==> src/rtl/alu_seq_pkg.sv <==
// Shared definitions for the ALU operand-issue / writeback sequencer:
// ALU opcodes, sequencer state encoding and flag bit positions.
package alu_seq_pkg;

  // ALU opcodes as seen on alu_opcode
  localparam logic [2:0] OP_ADD = 3'b000;
  localparam logic [2:0] OP_INC = 3'b001;
  localparam logic [2:0] OP_AND = 3'b010;
  localparam logic [2:0] OP_OR  = 3'b011;
  localparam logic [2:0] OP_XOR = 3'b100;
  localparam logic [2:0] OP_NOT = 3'b101;
  localparam logic [2:0] OP_SHR = 3'b110;
  localparam logic [2:0] OP_SHL = 3'b111;

  // Sequencer states; a load skips straight from IDLE to WB
  typedef enum logic [1:0] {
    ST_IDLE    = 2'd0,
    ST_ISSUE   = 2'd1,
    ST_CAPTURE = 2'd2,
    ST_WB      = 2'd3
  } state_t;

  // Bit positions inside the 4-bit flags word {zero, sign, ov, cout}
  localparam int FLG_COUT = 0;
  localparam int FLG_OV   = 1;
  localparam int FLG_SIGN = 2;
  localparam int FLG_ZERO = 3;
  localparam int NFLAGS   = 4;

  // Assemble a flags word from its individual bits
  function automatic logic [NFLAGS-1:0] pack_flags(input logic zero,
                                                   input logic sign,
                                                   input logic ov,
                                                   input logic cout);
    logic [NFLAGS-1:0] f;
    f           = '0;
    f[FLG_ZERO] = zero;
    f[FLG_SIGN] = sign;
    f[FLG_OV]   = ov;
    f[FLG_COUT] = cout;
    return f;
  endfunction

endpackage

==> src/rtl/alu_seq_regfile.sv <==
// Small register file for the sequencer: one synchronous write port,
// three combinational read ports (operand A, operand B, debug).
// Every entry is cleared asynchronously while rst_n is low.
module alu_seq_regfile #(
  parameter  int NREGS = 4,
  parameter  int DW    = 8,
  localparam int RW    = $clog2(NREGS)
) (
  input  logic          clk,
  input  logic          rst_n,
  input  logic          we_i,
  input  logic [RW-1:0] waddr_i,
  input  logic [DW-1:0] wdata_i,
  input  logic [RW-1:0] ra_addr_i,
  output logic [DW-1:0] ra_data_o,
  input  logic [RW-1:0] rb_addr_i,
  output logic [DW-1:0] rb_data_o,
  input  logic [RW-1:0] dbg_addr_i,
  output logic [DW-1:0] dbg_data_o
);

  logic [DW-1:0] mem_q [NREGS];

  // Storage: cleared on reset, one entry written per enabled cycle
  always_ff @(posedge clk or negedge rst_n) begin
    if (!rst_n) begin
      for (int i = 0; i < NREGS; i++) begin
        mem_q[i] <= '0;
      end
    end else if (we_i) begin
      mem_q[waddr_i] <= wdata_i;
    end
  end

  // Read ports see the stored value; a write becomes visible the cycle after
  always_comb begin
    ra_data_o  = mem_q[ra_addr_i];
    rb_data_o  = mem_q[rb_addr_i];
    dbg_data_o = mem_q[dbg_addr_i];
  end

endmodule

==> src/rtl/alu_reg_sequencer.sv <==
// Operand-issue and writeback stage wrapped around an external 8-bit ALU.
// Takes one command at a time, reads operands from the register file (or an
// immediate), presents them to the ALU from registers, captures the result a
// cycle later and writes it back while updating the sticky flags register.
//
// Handshake: a command transfers on a rising edge where cmd_valid and
// cmd_ready are both high. cmd_ready is high only in IDLE; there is no skid
// buffer, so a command offered while busy is simply not taken and the master
// keeps it on the bus until cmd_ready returns.
module alu_reg_sequencer
  import alu_seq_pkg::*;
#(
  parameter  int NREGS = 4,
  parameter  int DW    = 8,
  localparam int RW    = $clog2(NREGS)
) (
  input  logic          clk,
  input  logic          rst_n,
  // command channel
  input  logic          cmd_valid,
  output logic          cmd_ready,
  input  logic          cmd_load,
  input  logic [2:0]    cmd_opcode,
  input  logic [RW-1:0] cmd_rd,
  input  logic [RW-1:0] cmd_ra,
  input  logic [RW-1:0] cmd_rb,
  input  logic          cmd_use_imm,
  input  logic [DW-1:0] cmd_imm,
  // ALU side
  output logic [DW-1:0] alu_a,
  output logic [DW-1:0] alu_b,
  output logic [2:0]    alu_opcode,
  input  logic [DW-1:0] alu_result,
  input  logic          alu_ov,
  input  logic          alu_sign,
  input  logic          alu_cout,
  // completion and status
  output logic          done,
  output logic [DW-1:0] done_result,
  output logic [3:0]    flags,
  // debug
  input  logic [RW-1:0] dbg_addr,
  output logic [DW-1:0] dbg_data,
  output logic [1:0]    dbg_state
);

  state_t        state_q;
  // command fields held for the duration of the operation
  logic          load_q;
  logic [2:0]    opcode_q;
  logic [RW-1:0] rd_q;
  logic [RW-1:0] ra_q;
  logic [RW-1:0] rb_q;
  logic          use_imm_q;
  logic [DW-1:0] imm_q;
  // registered ALU drive
  logic [DW-1:0] alu_a_q;
  logic [DW-1:0] alu_b_q;
  logic [2:0]    alu_op_q;
  // captured ALU outcome; done_result_q doubles as the writeback data
  logic [DW-1:0] done_result_q;
  logic [3:0]    cap_flags_q;
  logic [3:0]    flags_q;
  logic          done_q;

  logic [DW-1:0] rf_a;
  logic [DW-1:0] rf_b;
  logic          wr_en_d;

  // Write happens at the edge that ends WB, after operands were already taken
  always_comb begin
    wr_en_d = (state_q == ST_WB);
  end

  alu_seq_regfile #(
    .NREGS (NREGS),
    .DW    (DW)
  ) u_regfile (
    .clk        (clk),
    .rst_n      (rst_n),
    .we_i       (wr_en_d),
    .waddr_i    (rd_q),
    .wdata_i    (done_result_q),
    .ra_addr_i  (ra_q),
    .ra_data_o  (rf_a),
    .rb_addr_i  (rb_q),
    .rb_data_o  (rf_b),
    .dbg_addr_i (dbg_addr),
    .dbg_data_o (dbg_data)
  );

  // Sequencer FSM with all outputs registered; done_q is raised on the edge
  // entering WB so it is high for exactly the WB cycle
  always_ff @(posedge clk or negedge rst_n) begin
    if (!rst_n) begin
      state_q       <= ST_IDLE;
      load_q        <= 1'b0;
      opcode_q      <= '0;
      rd_q          <= '0;
      ra_q          <= '0;
      rb_q          <= '0;
      use_imm_q     <= 1'b0;
      imm_q         <= '0;
      alu_a_q       <= '0;
      alu_b_q       <= '0;
      alu_op_q      <= '0;
      done_result_q <= '0;
      cap_flags_q   <= '0;
      flags_q       <= '0;
      done_q        <= 1'b0;
    end else begin
      done_q <= 1'b0;
      case (state_q)
        ST_IDLE: begin
          if (cmd_valid) begin
            load_q    <= cmd_load;
            opcode_q  <= cmd_opcode;
            rd_q      <= cmd_rd;
            ra_q      <= cmd_ra;
            rb_q      <= cmd_rb;
            use_imm_q <= cmd_use_imm;
            imm_q     <= cmd_imm;
            if (cmd_load) begin
              done_result_q <= cmd_imm;
              done_q        <= 1'b1;
              state_q       <= ST_WB;
            end else begin
              state_q <= ST_ISSUE;
            end
          end
        end
        ST_ISSUE: begin
          // operands come from the register file as it stands one cycle after accept
          alu_a_q  <= rf_a;
          alu_b_q  <= use_imm_q ? imm_q : rf_b;
          alu_op_q <= opcode_q;
          state_q  <= ST_CAPTURE;
        end
        ST_CAPTURE: begin
          // ALU inputs have been stable for a full cycle; zero is derived here
          done_result_q <= alu_result;
          cap_flags_q   <= pack_flags(alu_result == '0, alu_sign, alu_ov, alu_cout);
          done_q        <= 1'b1;
          state_q       <= ST_WB;
        end
        ST_WB: begin
          if (!load_q) begin
            flags_q <= cap_flags_q;
          end
          state_q <= ST_IDLE;
        end
        default: begin
          state_q <= ST_IDLE;
        end
      endcase
    end
  end

  // Output mapping from registered state
  always_comb begin
    cmd_ready   = (state_q == ST_IDLE);
    alu_a       = alu_a_q;
    alu_b       = alu_b_q;
    alu_opcode  = alu_op_q;
    done        = done_q;
    done_result = done_result_q;
    flags       = flags_q;
    dbg_state   = state_q;
  end

endmodule

==> config.mk <==
export PLATFORM = sky130hd
export DESIGN_NAME = alu_reg_sequencer
export DESIGN_NICKNAME = d
export VERILOG_FILES = /design/src/rtl/alu_seq_pkg.sv /design/src/rtl/alu_seq_regfile.sv /design/src/rtl/alu_reg_sequencer.sv
export SDC_FILE = /design/constraint.sdc
export NUM_CORES = 1
export LEC_CHECK = 0
export CELL_PAD_IN_SITES_DETAIL_PLACEMENT = 0
export CELL_PAD_IN_SITES_GLOBAL_PLACEMENT = 1
export CORE_UTILIZATION = 43
export CTS_BUF_LIST = sky130_fd_sc_hd__clkbuf_16
export CTS_CLUSTER_SIZE = 12
export DETAILED_ROUTE_END_ITERATION = 7
export GPL_TIMING_DRIVEN = 0
export HOLD_SLACK_MARGIN = 0.15
export PLACE_DENSITY = 0.88
export SYNTH_ARGS = -nofsm -noshare
export SYNTH_HDL_FRONTEND = slang
export SYNTH_SLANG_ARGS = --single-unit
==> constraint.sdc <==
create_clock -name clk -period 2.2 [get_ports clk]
set_clock_uncertainty 0.15 [all_clocks]
set_input_delay 0.33 -clock clk [delete_from_list [all_inputs] [get_ports clk]]
set_output_delay 0.33 -clock clk [all_outputs]
set_load 0.005 [all_outputs]
==> results.yml <==
yosys:
  synth_top_area_cell: "dfrtp_1"
  synthMuxAreaShare_pct: 38.29
  seq_area_frac_synth_pct: 52.76
  yosysWarnings: 0
  synth_ff_type: "dfrtp_1"
  synth_common_cells: "89 x dfrtp_1, 76 x mux2_2, 24 x mux4_2, 10 x mux2i_1, 10 x nor2_1"
  async_reset_ff_share_pct: 100.0
  avgSynthCellArea_um2: 15.93
  synthTopCellsByArea: "dfrtp_1 53%, mux2_2 20%, mux4_2 13%"
  yosys.area_share.simple_pct: 3.260
  synth_area_um2: 4222
  synth-adder-area-share_pct: 1.778
  synth.most_common_cell: "dfrtp_1"
  synth.top_cell.area_share_pct: 52.76
  syn_inst: 265
  synth_compound_area_share_pct: 1.571
  synth_top_family_by_area: "multiplexers"
  synth.distinct_cells: 28
  synth_edf_count: 0
  syn_nets: 306
  ys_seq_elements: 89
  synth_xor_area_share_pct: 0
cells_and_area:
  antenna_cells: 0
  seqCellArea_um2: 2227
  multi_input_area_um2: 1908
  drive_gt1_share_pct: 39.00
  num-fill-cells: 754
  nets: 395
  syn_to_final_growth_pct: 31.74
power:
  cell_internal_pwr_mw: 6.246
  power.clock.fraction_pct: 20.2
  pwr-share-seq_pct: 34.9
  switching_share_pct: 30.42
  powerDensity_nw_per_um2: 1614
  ir_drop_v: 0.0006885
  finalPower_mw: 8.977
  p_switching_mw: 2.731
  p_leak_nw: 2.373
  combPwrFrac_pct: 44.8
global_route:
  grt_pass1_vias: 2676
  grt_antenna_before_repair: 0
  grt_first_pass_wirelength_um: 14550
  track_usage_pct: 19.60
  grt_max_degree: 64
  grt_overflow: 0
critical_path:
  crit_type: "reg2out"
  crit_required_ns: 1.72
  critPathCaptureType: "output pin"
  arrival_ns: 1.68
  startpoint_type: "flip-flop"
  critPathMaxFanout: 4
sta:
  period_needed_ns: 2.161
  relSlewSlack_pct: 60.82
  fin_crit_sh_pct: 98.22
  setup_ws_ns: 0.03906
  worst_slew_pin_slew_ns: 0.5878
  rsz0062_at_grt: "false"
  fmax_ghz: 0.4628
  drv_slew: 0
  setup_violations: 0
  hold_viol_final: 0
cts:
  clkSinkCount: 89
  clk_pin_slew_ns: 0.06
  cts_buffer_depth: 2
  insertion_delay_ns: 0.33
  root_buffer: "clkbuf_16"
  cts_buffers: 9
  tritoncts: "yes"
  htree_levels: 3
floorplanning:
  design.core.area_um2: 9371
  die-height_um: 101.1
  die_w_um: 101.1
  die_area_um2: 10220
  rows: 35
  io_pins: 78
  start_util_pct: 45.05
placed_design:
  dpl.hpwl_um: 6522
  dp_slack_ns: 0.02227
  io_buffers: 75
  gp_congestion: 0.7546
detailed_routing:
  avgViaCountPerCell: 5.307
  ant_nets: 0
  initialDrtViolationCount: 92
  vias: 2590
  dr.pass1.iters: 4
  drcViolationCount: 0
  wire_per_inst_um: 18.87
  wl_um: 9209
job:
  drv_cap: 0
min_path:
  hold_class: "in2async"
run_status:
  status: "finished, final reports clean"
-- power groups by stage --
stage	Clock (mW)	Sequential, mW	Combinational, mW
CTS	1.85	3.13	4.05
detailed placement	0	3.14	4.01
global route	1.93	3.25	4.33
floorplan	0	2.99	2.58
finish	1.82	3.14	4.02
global placement	0	3.09	3.93
-- layer usage --
| layer | global-route usage, % | up-vias | wire [um] |
|---|---|---|---|
| li1 | - | 1173 | - |
| met1 | 27.13 | 1338 | 4114 |
| met2 | 31.87 | 67 | 4608 |
| met3 | 2.774 | 12 | 348 |
| met4 | 6.577 | 0 | 138 |
| met5 | 0 | - | 0 |
-- layout by cell type (no fill, tap or decap), drive strengths merged --
master	count
inv	4
nand2b	1
dlymetal6s2s	5
nor2	11
nand3b	2
a21oi	9
nor4	2
nor3	1
clkinv	2
clkbuf	15
o21ai	3
ha	6
mux4	24
mux2i	10
nor3b	1
clkdlybuf4s50	69
mux2	84
and2b	1
nand3	2
dfrtp	89
bufinv	4
buf	9
a31oi	1
dlygate4sd3	1
nand2	3
-- logic make-up (layout without fill, tap and decap cells) --
| kind of cell | Yosys count | after routing |
|---|---|---|
| adder cells (fa/ha/maj) | 6 | 6 |
| AND/OR/NAND/NOR | 24 | 24 |
| buffers and inverters | 15 | 109 |
| multiplexers | 118 | 118 |
| flip-flops | 89 | 89 |
| AO/OA/AOI/OAI | 13 | 13 |
-- sequential cells by signal, indices dropped and copies added (netlist names) --
| register | flops |
|---|---|
| alu_a | 8 |
| alu_opcode | 3 |
| use_imm_q | 1 |
| rb_q | 2 |
| alu_b | 8 |
| cap_flags_q | 4 |
| dbg_state | 2 |
| imm_q | 8 |
| u_regfile.mem_q | 32 |
| done_result | 8 |
| ra_q | 2 |
| opcode_q | 3 |
| rd_q | 2 |
| flags | 4 |
| load_q | 1 |
| done | 1 |
-- critical path: stages (launching register included) --
cell and delay (ns):
dfrtp_1 0.40, mux4_2 0.49, clkdlybuf4s50_1 0.46
-- repair_timing --
action                     CTS  global route
resized for setup            1             9
setup endpoints to repair    1            14
hold endpoints to repair    26             0
hold buffers                 1             0
setup buffers                0             1
-- worst paths after layout --
check / depth (start not counted) / slack (ns) / start / to
worst max-delay path: 2 / 0.04 / u_regfile.mem_q[6]$_DFFE_PN0P_ / dbg_data[6]
worst max register to register: 5 / 0.19 / dbg_state[1]$_DFFE_PN0P_ / ra_q[0]$_DFFE_PN0P_
min in group clk: 2 / 0.35 / flags[3]$_DFFE_PN0P_ / flags[3]$_DFFE_PN0P_
worst min-delay path: 2 / 0.31 / rst_n / dbg_state[1]$_DFFE_PN0P_
worst min register to register: 2 / 0.35 / flags[3]$_DFFE_PN0P_ / flags[3]$_DFFE_PN0P_
max in group asynchronous: 3 / 0.97 / rst_n / imm_q[3]$_DFFE_PN0P_
-- per-stage QoR --
stage	cells	setup TNS, ns	cell area (um^2)	util [%]	hold slack, ns
6_report	488	0	5562	59.35	0.3071
5_1_grt	488	0	5562	59.35	0.3443
4_1_cts	487	0	5530	59.01	0.3162
3_5_place_dp	470	0	5159	55.05	0.1297
3_3_place_gp	469	-227.49	5134	54.78	0.3299
2_1_floorplan	265	0	4222	-	-0.1156
-- layout make-up --
| cell class | instances | area share (%) |
|---|---|---|
| Inverter | 3 | 0.2025 |
| Buffer | 12 | 1.597 |
| Multi-Input combinational cell | 161 | 34.31 |
| Timing Repair Buffer | 78 | 14.49 |
| Tap cell | 129 | 2.902 |
| Sequential cell | 89 | 40.05 |
| Clock buffer | 9 | 4.049 |
| Clock inverter | 7 | 2.407 |
Note: power is estimated with default switching activity, not from simulation.
==> edit 1, RTL diff (config.mk and constraints unchanged) <==
`DW` is set to 8 in 2 places; all go to 6.
--- a/src/rtl/alu_seq_regfile.sv
+++ b/src/rtl/alu_seq_regfile.sv
@@ -4,5 +4,5 @@
 module alu_seq_regfile #(
   parameter  int NREGS = 4,
-  parameter  int DW    = 8,
+  parameter  int DW    = 6,
   localparam int RW    = $clog2(NREGS)
 ) (
--- a/src/rtl/alu_reg_sequencer.sv
+++ b/src/rtl/alu_reg_sequencer.sv
@@ -12,5 +12,5 @@
 #(
   parameter  int NREGS = 4,
-  parameter  int DW    = 8,
+  parameter  int DW    = 6,
   localparam int RW    = $clog2(NREGS)
 ) (
Ports: changed (6 resized); port bits go from 78 to 66. No check against the original RTL was run, so the function may have changed too.
==> edit 1 against the unedited design <==
Setup slack improved by 0.0031 ns; count of clock-buffer cells in the layout stayed put; power down 19%; global-route usage is 0.65 points lower; highest routed layer unchanged; wire length fell by 22%; non-clock buffer count decreased by 14; sequential cell count decreased by 16; final area down 18%; combinational power decreased by 21%; critical path depth did not move; area after synthesis fell by 19%.
==> edit 1: results (changes against the unedited design) <==
status complete, no violations (unchanged); routed len/inst 17.5 um (was 18.9 um); net count after synthesis 263 (was 306); overall routing resource usage 18.9% (was 19.6%); Synth Area per Inst 15.1 sq um (was 15.9 sq um); worst vdd ir 0.699 mV (was 0.688 mV); r2r endpoint u_regfile.mem_q[21] (was ra_q[0]); crit path to dbg_data[4] (was dbg_data[6]); Buffers, non-clock 76 (was 90); clk slew on worst S/H paths 0.06 ns (about the same); initial detailed-routing violation count 83 (was 92); Yosys cell types 26 (was 28); dpl cells 393 (was 470); RD Place Congestion 0.733 (was 0.755); nets@finish 340 (was 395); global-route wire length before repair 11.7 mm (was 14.5 mm); Critical path origin u_regfile.mem_q[4] (was u_regfile.mem_q[6]); Filler Cells Inserted 607 (was 754); Clk Latency, worst-skew pair 0.33 ns (about the same); post-placement setup slack -0.0965 ns (was 0.0223 ns); post-CTS setup buffer count 0 (unchanged); area occupied by multi-input gates 0.00154 sq mm (was 0.00191 sq mm); most frequent cells after synthesis dfrtp_1 (73), mux2_2 (59), mux4_2 (18), nand2_1 (12), nor2_1 (9) (was dfrtp_1 (89), mux2_2 (76), mux4_2 (24), mux2i_1 (10), nor2_1 (10)); buffering overhead 16.1% (about the same); synthesized flop and latch total 73 (was 89); clk tree area frac 7.04% (was 6.46%); wire length on met1 3.39 mm (was 4.11 mm); CP Max Fanout 4 (unchanged); wire length on met2 3.39 mm (was 4.61 mm); Reg2Reg Setup Slack 0.16 ns (was 0.19 ns); share of the clock period used by the worst path 98.1% (was 98.2%); sequential cell area 0.00183 sq mm (was 0.00223 sq mm); share of cells above drive strength 1 36.0% (was 39.0%); Worst Tran Pin Value 0.687 ns (was 0.588 ns); leak pwr 1.95 nW (was 2.37 nW); synth top area cells dfrtp_1 (53%), mux2_2 (19%), mux4_2 (12%) (was dfrtp_1 (53%), mux2_2 (20%), mux4_2 (13%)); worst hold margin 0.313 ns (was 0.307 ns); DP Wirelength 5.12 mm (was 6.52 mm); die width 91.2 um (was 101 um); DRT Wirelength 7.20 mm (was 9.21 mm); register area share after synthesis 53.4% (was 52.8%); max FFs per register 24 (was 32); Via density 5.28 (was 5.31); vias in the first global route 2,183 (was 2,676); Core Util, Final 59.1% (was 59.3%); largest net degree at the start of global routing 42 (was 64); sw frac 30.7% (was 30.4%); area post-placement 0.00421 sq mm (was 0.00516 sq mm); reg2reg path depth 3 (was 5); met3 WL post-DR 234 um (was 348 um); #MultiIn Comb 140 (was 161); Hold/Removal Path Class register to register (was input pin to async pin)
-- edit 1: cells by family after synthesis --
kind of cell / share of synthesized area (%)
DFF: 53.4
muxes: 36.2
AOI/OAI and AO/OA: 1.64
buffers and inverters: 2.12
adders and majority gates: 2.19
and+or+nand+nor: 4.46
-- edit 1: per-layer routing --
layer,vias up,global-route usage (%)
li1,986,-
met3,15,3.27
met5,-,0
met1,1109,26.9
met4,0,9.13
met2,56,28.3
-- edit 1: timing repair --
item	4_1_cts	5_1_grt
hold buffers	1	0
gates cloned	0	0
gates resized for setup	2	6
hold endpoints to repair	32	0
setup endpoints to repair	7	14
-- edit 1: power groups by stage --
stage | Combinational [mW] | Clock (mW) | Sequential, mW
2_1_floorplan | 2.03 | 0 | 2.44
3_3_place_gp | 3.10 | 0 | 2.53
3_5_place_dp | 3.17 | 0 | 2.57
4_1_cts | 3.19 | 1.58 | 2.55
5_1_grt | 3.40 | 1.65 | 2.66
6_report | 3.16 | 1.55 | 2.55
==> edit 2, RTL diff (config.mk and constraints unchanged) <==
Without the edit above. Register the output `dbg_data`, cleared by the reset; this adds one clock of latency there. The other outputs are not delayed to match.
--- a/src/rtl/alu_reg_sequencer.sv
+++ b/src/rtl/alu_reg_sequencer.sv
@@ -45,4 +45,6 @@
 );
 
+  logic [DW-1:0] dbg_data_d;
+
   state_t        state_q;
   // command fields held for the duration of the operation
@@ -87,5 +89,5 @@
     .rb_data_o  (rf_b),
     .dbg_addr_i (dbg_addr),
-    .dbg_data_o (dbg_data)
+    .dbg_data_o (dbg_data_d)
   );
 
@@ -169,4 +171,12 @@
   end
 
+  always_ff @(posedge clk or negedge rst_n) begin
+    if (!rst_n) begin
+      dbg_data <= '0;
+    end else begin
+      dbg_data <= dbg_data_d;
+    end
+  end
+
 endmodule
 
Check against the original RTL: not equivalent (a bounded check fails within 4 cycles, from zero or initial values and one cycle with rst_n low).
==> edit 2 against the unedited design <==
Register-to-register slack lost 0.07 ns; worst hold slack improved by 0.042 ns; area after synthesis increased by 4.7%; setup slack better by 0.033 ns; power shrank 1.3%; wire length rose by 4.7%; final area increased by 2.0%; sequential cell count rose by 8; fmax grew 1.5%.
==> edit 2: results (changes against the unedited design) <==
Via density 5.31 (about the same); CP Max Fanout 6 (was 4); Reg2Reg Setup Slack 0.12 ns (was 0.19 ns); met2 capacity usage during global routing 31.5% (was 31.9%); post-synthesis adder-cell area fraction 1.70% (was 1.78%); share of cells above drive strength 1 37.2% (was 39.0%); CP top delay family buffers and inverters (was multiplexers); Clock Power Share 17.0% (was 20.2%); RD Place Congestion 0.748 (was 0.755); overall routing resource usage 19.5% (was 19.6%); Filler Cells Inserted 788 (was 754); routed len/inst 19.3 um (was 18.9 um); wire length on met2 4.74 mm (was 4.61 mm); Critical path origin dbg_state[1] (was u_regfile.mem_q[6]); CP peak stage delay 0.52 ns (was 0.49 ns); sequential share of power 38.1% (was 34.9%); most frequent cells after synthesis dfrtp_1 (97), mux2_2 (76), mux4_2 (24), mux2i_1 (10), nor2_1 (10) (was dfrtp_1 (89), mux2_2 (76), mux4_2 (24), mux2i_1 (10), nor2_1 (10)); net count after synthesis 314 (was 306); buffering overhead 15.4% (was 16.1%); initial detailed-routing violation count 128 (was 92); Yosys cell types 28 (unchanged); worst vdd ir 0.663 mV (was 0.688 mV); met3 WL post-DR 437 um (was 348 um); largest net degree at the start of global routing 52 (was 64); vias in the first global route 2,722 (was 2,676); Critical-path top delay cell clkdlybuf4s50_1 (was mux4_2); synth top area cells dfrtp_1 (55%), mux2_2 (19%), mux4_2 (12%) (was dfrtp_1 (53%), mux2_2 (20%), mux4_2 (13%)); synthesized flop and latch total 97 (was 89); Worst slew margin 51.5% (was 60.8%); WP data arrival 1.65 ns (was 1.68 ns); crit path to cmd_ready (was dbg_data[6]); multiplexer share of the synthesized area 36.6% (was 38.3%); Hold/Removal Path Class register to register (was input pin to async pin); grt met3 use 4.50% (was 2.77%); Buffers, non-clock 89 (was 90); clk tree area frac 5.05% (was 6.46%); met1 Usage GRT 25.1% (was 27.1%); internal power 6.11 mW (was 6.25 mW); share of the clock period used by the worst path 96.7% (was 98.2%); wire length on met1 4.23 mm (was 4.11 mm); sequential cell area 0.00243 sq mm (was 0.00223 sq mm); global-route wire length before repair 14.6 mm (was 14.5 mm); register area share after synthesis 54.9% (was 52.8%); nets@finish 402 (was 395); post-placement setup slack -0.0778 ns (was 0.0223 ns); r2r endpoint imm_q[4] (was ra_q[0]); status complete, no violations (unchanged); DP Wirelength 6.63 mm (was 6.52 mm); Compound-Gate Fraction of Synth Area 1.50% (was 1.57%)
edit 2: cell types whose count changed in the layout (fill, tap and decap cells not counted), sizes merged:
cell           before  now
dfrtp              89   97
inv                 4    3
clkinvlp            0    1
dlymetal6s2s        5    0
clkdlybuf4s50      69   74
bufinv              4    1
clkinv              2    5
buf                 9    8
edit 2: repair_timing:
item / 4_1_cts / 5_1_grt
hold endpoints to repair: 46 / 0
hold buffers: 1 / 0
pin swaps: 0 / 0
buffers inserted: 0 / 0
gates cloned: 0 / 0
gates resized for setup: 3 / 1
setup endpoints to repair: 9 / 1
edit 2: stage by stage:
stage               hold WS (ns)  area [sq um]  instances  util (%)
floorplan                 -0.116          4420        273         -
global placement           0.331          5340        481      54.1
detailed placement         0.232          5360        482      54.4
CTS                        0.349          5670        499      57.5
global route               0.368          5670        499      57.5
finish                     0.349          5670        499      57.5
